## src/rtl/axis_dw_bank_pkg.sv

```systemverilog
// Shared widths, field offsets and types for the conv-to-LReLU width down-converter.
package axis_dw_bank_pkg;

  localparam int WORD_WIDTH         = 32;
  localparam int UNITS              = 4;
  localparam int MEMBERS            = 12;
  localparam int KW_MAX             = 11;
  localparam int SW_MAX             = 4;
  localparam int BITS_KW2           = 3;
  localparam int BITS_SW            = 2;
  localparam int I_KW2              = 0;
  localparam int I_SW_1             = 3;
  localparam int TUSER_CONV_DW_BASE = 8;
  localparam int BITS_MEMBERS       = 4;
  localparam int BITS_OUT_SHIFT     = 4;
  localparam int CLR_WIDTH          = 4;
  localparam int I_CLR              = TUSER_CONV_DW_BASE;

  localparam int USER_WIDTH_IN  = MEMBERS*CLR_WIDTH + BITS_OUT_SHIFT + BITS_MEMBERS + TUSER_CONV_DW_BASE;
  localparam int USER_WIDTH_OUT = TUSER_CONV_DW_BASE + CLR_WIDTH;

  // Layout of s_user: {clr[MEMBERS-1:0], shift_b, shift_a, user_base}
  localparam int I_SHIFT_A  = TUSER_CONV_DW_BASE;
  localparam int I_SHIFT_B  = I_SHIFT_A + BITS_MEMBERS;
  localparam int I_CLR_IN   = I_SHIFT_B + BITS_OUT_SHIFT;

  localparam int MEMBER_WIDTH = UNITS * WORD_WIDTH;
  localparam int IDX_WIDTH    = $clog2(MEMBERS);
  // Group stride 2*kw2+1+sw_1 never exceeds 2*7+1+3 = 18
  localparam int STEP_WIDTH   = BITS_KW2 + 2;
  // Wide enough for base + step and idx + 1 without wrap
  localparam int SUM_WIDTH    = 8;

  typedef logic [UNITS-1:0][WORD_WIDTH-1:0] member_t;
  typedef logic [CLR_WIDTH-1:0]             clr_t;

  // Distance between the first members of consecutive output groups (K + S - 1)
  function automatic logic [STEP_WIDTH-1:0] group_step(input logic [BITS_KW2-1:0] kw2,
                                                       input logic [BITS_SW-1:0]  sw_1);
    return STEP_WIDTH'({kw2, 1'b1}) + STEP_WIDTH'(sw_1);
  endfunction

endpackage

```

## src/rtl/axis_dw_bank.sv

```systemverilog
// AXI-Stream width down-converter: latches one wide beat of MEMBERS rows and
// replays the members selected by the kernel/stride shift fields, one per beat.
module axis_dw_bank
  import axis_dw_bank_pkg::*;
(
  input  logic                              aclk,
  input  logic                              aresetn,
  input  logic                              s_valid,
  output logic                              s_ready,
  input  logic                              s_last,
  input  logic [MEMBERS*MEMBER_WIDTH-1:0]   s_data,
  input  logic [USER_WIDTH_IN-1:0]          s_user,
  output logic                              m_valid,
  input  logic                              m_ready,
  output logic                              m_last,
  output logic [MEMBER_WIDTH-1:0]           m_data,
  output logic [USER_WIDTH_OUT-1:0]         m_user
);

  localparam logic [SUM_WIDTH-1:0] MEMBERS_SUM = SUM_WIDTH'(MEMBERS);

  member_t                         bank [MEMBERS];
  clr_t                            clr_bank [MEMBERS];
  logic [TUSER_CONV_DW_BASE-1:0]   user_base;
  logic [BITS_MEMBERS-1:0]         shift_a;
  logic [BITS_OUT_SHIFT-1:0]       shift_b;
  logic [BITS_MEMBERS-1:0]         j;
  logic [BITS_OUT_SHIFT-1:0]       g;
  logic [IDX_WIDTH-1:0]            base;
  logic [IDX_WIDTH-1:0]            idx;
  logic                            last_flag;
  logic                            busy;

  logic [STEP_WIDTH-1:0]           step;
  logic [SUM_WIDTH-1:0]            next_col;
  logic [SUM_WIDTH-1:0]            next_row;
  logic                            col_end;
  logic                            row_end;
  logic                            final_beat;
  logic                            fire;
  logic                            accept;

  // Work out where the walk goes next and whether the current beat is the last one;
  // a walk stops as soon as the next member would fall off the end of the bank
  always_comb begin
    step       = group_step(user_base[I_KW2 +: BITS_KW2], user_base[I_SW_1 +: BITS_SW]);
    next_col   = SUM_WIDTH'(idx) + SUM_WIDTH'(1);
    next_row   = SUM_WIDTH'(base) + SUM_WIDTH'(step);
    col_end    = (j == shift_a);
    row_end    = (g == shift_b);
    final_beat = col_end ? (row_end || (next_row >= MEMBERS_SUM))
                         : (next_col >= MEMBERS_SUM);
    fire       = busy & m_ready;
    s_ready    = !aresetn & (!busy | (fire & final_beat));
    accept     = s_valid & s_ready;
  end

  // Capture a new wide beat, then advance the j/g counters one member per accepted output beat
  always_ff @(posedge aclk) begin
    if (aresetn) begin
      busy      <= 1'b0;
      last_flag <= 1'b0;
      user_base <= '0;
      shift_a   <= '0;
      shift_b   <= '0;
      j         <= '0;
      g         <= '0;
      base      <= '0;
      idx       <= '0;
      for (int m = 0; m < MEMBERS; m++) begin
        bank[m]     <= '0;
        clr_bank[m] <= '0;
      end
    end else if (accept) begin
      busy      <= 1'b1;
      last_flag <= s_last;
      user_base <= s_user[0 +: TUSER_CONV_DW_BASE];
      shift_a   <= s_user[I_SHIFT_A +: BITS_MEMBERS];
      shift_b   <= s_user[I_SHIFT_B +: BITS_OUT_SHIFT];
      j         <= '0;
      g         <= '0;
      base      <= '0;
      idx       <= '0;
      for (int m = 0; m < MEMBERS; m++) begin
        bank[m]     <= s_data[m*MEMBER_WIDTH +: MEMBER_WIDTH];
        clr_bank[m] <= s_user[I_CLR_IN + m*CLR_WIDTH +: CLR_WIDTH];
      end
    end else if (fire) begin
      if (final_beat) begin
        busy <= 1'b0;
      end else if (!col_end) begin
        j   <= j + 1'b1;
        idx <= next_col[IDX_WIDTH-1:0];
      end else begin
        j    <= '0;
        g    <= g + 1'b1;
        base <= next_row[IDX_WIDTH-1:0];
        idx  <= next_row[IDX_WIDTH-1:0];
      end
    end
  end

  // Present the selected member straight from the bank so it stays put while stalled
  always_comb begin
    m_valid                             = busy;
    m_last                              = busy & last_flag & final_beat;
    m_data                              = bank[idx];
    m_user                              = '0;
    m_user[TUSER_CONV_DW_BASE-1:0]      = user_base;
    m_user[I_CLR +: CLR_WIDTH]          = clr_bank[idx];
  end

endmodule

```

## config.mk

```make
export PLATFORM = sky130hd
export DESIGN_NAME = axis_dw_bank
export DESIGN_NICKNAME = d
export VERILOG_FILES = /design/src/rtl/axis_dw_bank_pkg.sv /design/src/rtl/axis_dw_bank.sv
export SDC_FILE = /design/constraint.sdc
export NUM_CORES = 2
export LEC_CHECK = 0
export ABC_CLOCK_PERIOD_IN_PS = 23800
export CAP_MARGIN = 20
export CORE_AREA = 2 2 688 690
export CTS_BUF_LIST = sky130_fd_sc_hd__clkbuf_2 sky130_fd_sc_hd__clkbuf_4 sky130_fd_sc_hd__clkbuf_8
export DETAILED_ROUTE_END_ITERATION = 12
export DIE_AREA = 0 0 690 692
export DONT_BUFFER_PORTS = 1
export PLACE_DENSITY = 0.3
export REMOVE_ABC_BUFFERS = 1
export SYNTH_ARGS = -nofsm -noshare
export SYNTH_HDL_FRONTEND = slang
export SYNTH_SLANG_ARGS = --single-unit
export TNS_END_PERCENT = 1
```

## constraint.sdc

```tcl
create_clock -name aclk -period 23.8 [get_ports aclk]
set_input_delay 4.76 -clock aclk [delete_from_list [all_inputs] [get_ports aclk]]
set_output_delay 4.76 -clock aclk [all_outputs]
set_load 0.1 [all_outputs]
```

Word level (Yosys, flattened, before mapping) --
Memory sizes are Yosys's and may differ from the RTL's. A register that Yosys moved wholly into a read port is not among the register bits. Index checks and enable logic that the tools add are counted.
Word-level totals: memory bits (writable) 1584, memories 2, input bits 1605, bits in registers 34, word-level logic and storage cells 100
Operators by class: bitwise gates (word level) 32, muxes and demuxes 39, reduce and logical (&&, ||, !) cells 9, add/subtract/negate cells 5, eq/ne operators 2, order comparisons 2
Memory list:
- bank | words 12, width 128, read ports 1, clocked after Yosys merged registers in 1, wr ports 12, RTL line axis_dw_bank.sv:22 | member_t bank [MEMBERS];
- clr_bank | words 12, width 4, read ports 1, clocked after Yosys merged registers in 1, wr ports 12, RTL line axis_dw_bank.sv:23 | clr_t clr_bank [MEMBERS];
Operator list (number):
- 128-bit two-way mux | 12
- 4-bit two-way mux | 18
- 1-bit bitwise OR | 25
- 1-bit two-way mux | 9
- 4-bit by 1-bit adder with 4-bit output, second input constant | 2
- 4-bit equality test | 2
- 4-bit by 5-bit adder with 6-bit output | 1
- 1-bit bitwise AND | 6
- 6-bit by 4-bit greater-or-equal comparator with 1-bit output, second input constant | 1
- 4-bit by 1-bit adder with 5-bit output, second input constant | 1
- 4-bit by 2-bit adder with 5-bit output | 1
- 5-bit by 4-bit greater-or-equal comparator with 1-bit output, second input constant | 1
- 2-bit AND reduction | 2
- 2-bit nonzero test | 2
- 3-bit AND reduction | 1
- 1-bit logical NOT | 2
- 2-bit OR reduction | 1
- 1-bit logical OR | 1
- 1-bit NOT | 1

Logic depth before layout (Yosys ltp) --
word-level depth 13, gate-level depth with buffers 13, gate-level depth less buffers 10

Worst setup path after synthesis --
Ideal clock, no wire load.
path kind input to register, from in s_valid, to mem bank[0][0] (netlist name), enable pin, stages on the path 3, slack -549 ps, required time 22525 ps, arrival 23073 ps, path buffers 1, library setup time 1275 ps, path through nand2_1 -> o31ai_2 -> buf_2
RTL lines:
- from (decl) | RTL line axis_dw_bank.sv:8 | input logic s_valid,
- to (decl) | RTL line axis_dw_bank.sv:22

Worst setup path in the final report --
from in aresetn, to out s_ready
Between the ends: longest elaborated chain between the ends 2
Ends and longest elaborated chain:
- from (decl) | RTL line axis_dw_bank.sv:7 | input logic aresetn,
- 1-bit logical NOT | RTL line axis_dw_bank.sv:54 | s_ready = !aresetn & (!busy | (fire & final_beat));
- 1-bit bitwise AND | RTL line axis_dw_bank.sv:54
- to (decl) | RTL line axis_dw_bank.sv:9 | output logic s_ready,
No other way between the ends.

==> metrics.md <==
| Metric | Value |
|---|---|
| Status | finished, final reports clean |
| Final hold violation count | 0 |
| Vias in the first global route | roughly 43000 |
| Total Neg Setup Slack | 0 ns |
| Rel. slew slack | between 20% and 30% |
| Mapped Cells | 4495 |
| Die ar. | about 480000 um^2 |
| Cts bufs inserted | between 300 and 400 |
| Resize count post-CTS | 0 |
| GR Overflow Total | 0 |
| Post-Layout Cell Count | ~11000 |
| Static leakage | a little under 30 nW |
| Sink Count | between 1500 and 2000 |
| Post-Route Utilization | about a fifth |
| Crit-path max FO | 304 |
| Top-count cell post-synth | edfxtp_1 |
| Post-layout instance area | just under 90000 um^2 |
| Synthesized area | roughly 72000 um^2 |
| Slew Limit Fails | 0 |
| Post-synth EDFFs | around 1600 |
| Post-route minimum period | 10.81 ns |
| Clock slew at reported path FFs | approximately 0.06 ns |
| Delay-heaviest family, CP | simple AND/OR/NAND/NOR gates |
| Hold Worst Slack | about 0.47 ns |
| VDD IR max | slightly above 0.04 mV |
| Initial antenna violation count | about 770 |
| F_max | roughly 93 MHz |
| Reg-to-Reg Start | user_base[0]$_SDFFE_PP0P_ |
| Synth area leader | edfxtp_1 |
| Synth top area cells | edfxtp_1, mux4_2, and2_1 |
| Most common flop cell mapped by yosys | edfxtp_1 |
| Max_cap viols | 0 |
| Asr flop ratio synth | 0% |
| Worst Skew | ~0.074 ns |
| First drt pass iteration count | 5 |
| Placed Instance Area | 80500 um^2 |
| Register bit total from synthesis | ~1600 |
| Crit path largest cell delay | 0.62 ns |
| Vias per cell | approximately 3.7 |
| CTS tree | yes |
| Flop-to-flop setup slack | between 15 and 20 ns |
| Setup WS pre-CTS | 13.16 ns |
| Worst-Margin Slew | 1.16 ns |
| DRC viols | 0 |
| Routed len/inst | about 28 um |
| RSZ-0062 raised after global routing | no |
| Die W | 690 um |
| # IOs | between 1500 and 2000 |
| Final WS setup | ~13 ns |
| Die H | 692 um |
| Nets | around 6300 |
| CP required | ~19 ns |
| Final worst-path cycle share | 45.4% |
| Reg-to-Reg End | bank[7][88]$_SDFFCE_PN0P_ |
| Yosys top cell area share | between 60% and 70% |
| First-pass GRT wire length | 420000 um |
| Worst-Skew Late Latency | between 1 and 1.5 ns |
| Core area | roughly 470000 um^2 |
| Layout cell share with drive strength beyond 1 | approximately a quarter |
| CP endpoint kind | output port |
| Top cells by count, synth | edfxtp_1, and2_1, mux4_2, nor2b_1, clkbuf_1 |
| H-Tree Depth | 5 |
| Final WL | 322000 um |
| Routability cong. | roughly 0.83 |
| Crit path max-delay cell type | nor2_2 |
| Worst EP arrival | around 6 ns |
| Crit-path cells | nor2_2 -> buf_4 |
| Final Power | 7.78 mW |
| Final Setup Violations | 0 |
| Row cnt | around 250 |
| Ratio of total power to cell area | about 90 nW/um^2 |
| Mean Syn Cell Area | 16.1 um^2 |
| Area grow syn2layout | 21.4% |
| Setup Crit Path Kind | input pin to output port |
| Post-CTS Setup Inserts | 0 |
| Total global-route track usage | roughly 13% |
| 1st-iter DRT viols | between 3000 and 4000 |
| Hpwl dp | ~240000 um |
| Port Buffers | 0 |
| Hold Crit Class | flop to flop |
| Synthesis Warnings | 0 |
| Starting Density | 15.4% |
| WHS Endpoint | base[0]$_SDFFE_PP0P_ |
| Crit path buf inv count | 1 |
| DP Cell Count | roughly 11000 |
| Vias | between 40000 and 50000 |
| Synth cell types | 46 |
| Worst r2r path cells | 12 |
| Root buf cell | clkbuf_8 |
| Critical Path Source Type | input pin |
| Fill count | between 50000 and 60000 |
| Sequential share of the synthesized area | between 60% and 70% |
| WHS Path Cells | 2 |
| Post-CTS Hold Fix Bufs | 0 |
| Largest net degree at the start of global routing | slightly above 300 |
| HP Start | base[0]$_SDFFE_PP0P_ |
| Final ANT Viol Nets | 0 |
| Clk buf depth | 4 |
==> worst max path at each step <==
stage             from          to  cells past startpoint
2_1_floorplan  s_valid        flop                      3
3_3_place_gp   aresetn     s_ready                      2
3_5_place_dp   aresetn     s_ready                      2
4_1_cts           flop  m_data[99]                      6
5_1_grt           flop  m_data[99]                      6
6_report       aresetn     s_ready                      2
==> report_power, final <==
group / internal [mW] / total (mW) / leakage (nW) / switching, mW
Combinational: 0.321 / 1.05 / 8.48 / 0.728
Clock: 1.65 / 3.05 / 3.50 / 1.40
Sequential: 3.54 / 3.68 / 17.5 / 0.144
Total: 5.51 / 7.78 / 29.5 / 2.27
==> logic make-up after synthesis <==
family | share of synthesized area, %
flip-flops | 66.9
AND/OR/NAND/NOR | 15.1
buffers and inverters | 1.91
AO/OA/AOI/OAI | 1.34
XOR/XNOR | 0.121
adder cells (fa/ha/maj) | 0.229
multiplexers | 14.4
==> routing by layer <==
layer	track usage [%]	up-vias	part of all wire, %
met5	0	-	0.50
met4	3.23	250	4.2
met3	5.08	1479	8.7
met2	23.8	2404	51
met1	13.8	20400	36
li1	-	17300	-
==> flip-flops by register name (all words and copies together) (netlist names), named ones only <==
signal     flops
idx            4
j              4
m_valid        1
clr_bank      48
g              4
bank        1536
shift_b        4
user_base      8
last_flag      1
shift_a        4
base           4
==> cell type report <==
class | count | area [um^2] | share of cell area, %
Inverter | 8 | 30.0 | 0.0342
Antenna cell | 197 | 493 | 0.562
Multi-Input combinational cell | 2547 | 23100 | 26.3
Timing Repair Buffer | 128 | 1330 | 1.51
Clock inverter | 126 | 970 | 1.11
Sequential cell | 1622 | 48300 | 55.1
Clock buffer | 466 | 5680 | 6.47
Tap cell | 6223 | 7790 | 8.88
==> cell usage in the layout, fill, tap and decap left out, drive strengths merged, types with 3 or more instances in the layout <==
cell,netlist,layout
nor2,5,5
nand3,10,10
or3,5,5
diode,0,197
nor2b,264,264
o21ai,139,139
buf,147,128
and3,3,3
nand3b,3,3
a21oi,13,13
clkbuf,171,466
nand4,3,3
ha,10,10
mux4,396,396
inv,8,23
and2,1322,1322
edfxtp,1584,1584
dfxtp,38,38
mux2i,149,149
bufinv,0,10
xor2,6,6
a31oi,7,7
nand2,148,148
clkinv,0,93
nand2b,35,35
clkinvlp,0,8
xnor2,4,4
Note: power is estimated with default switching activity, not from simulation.
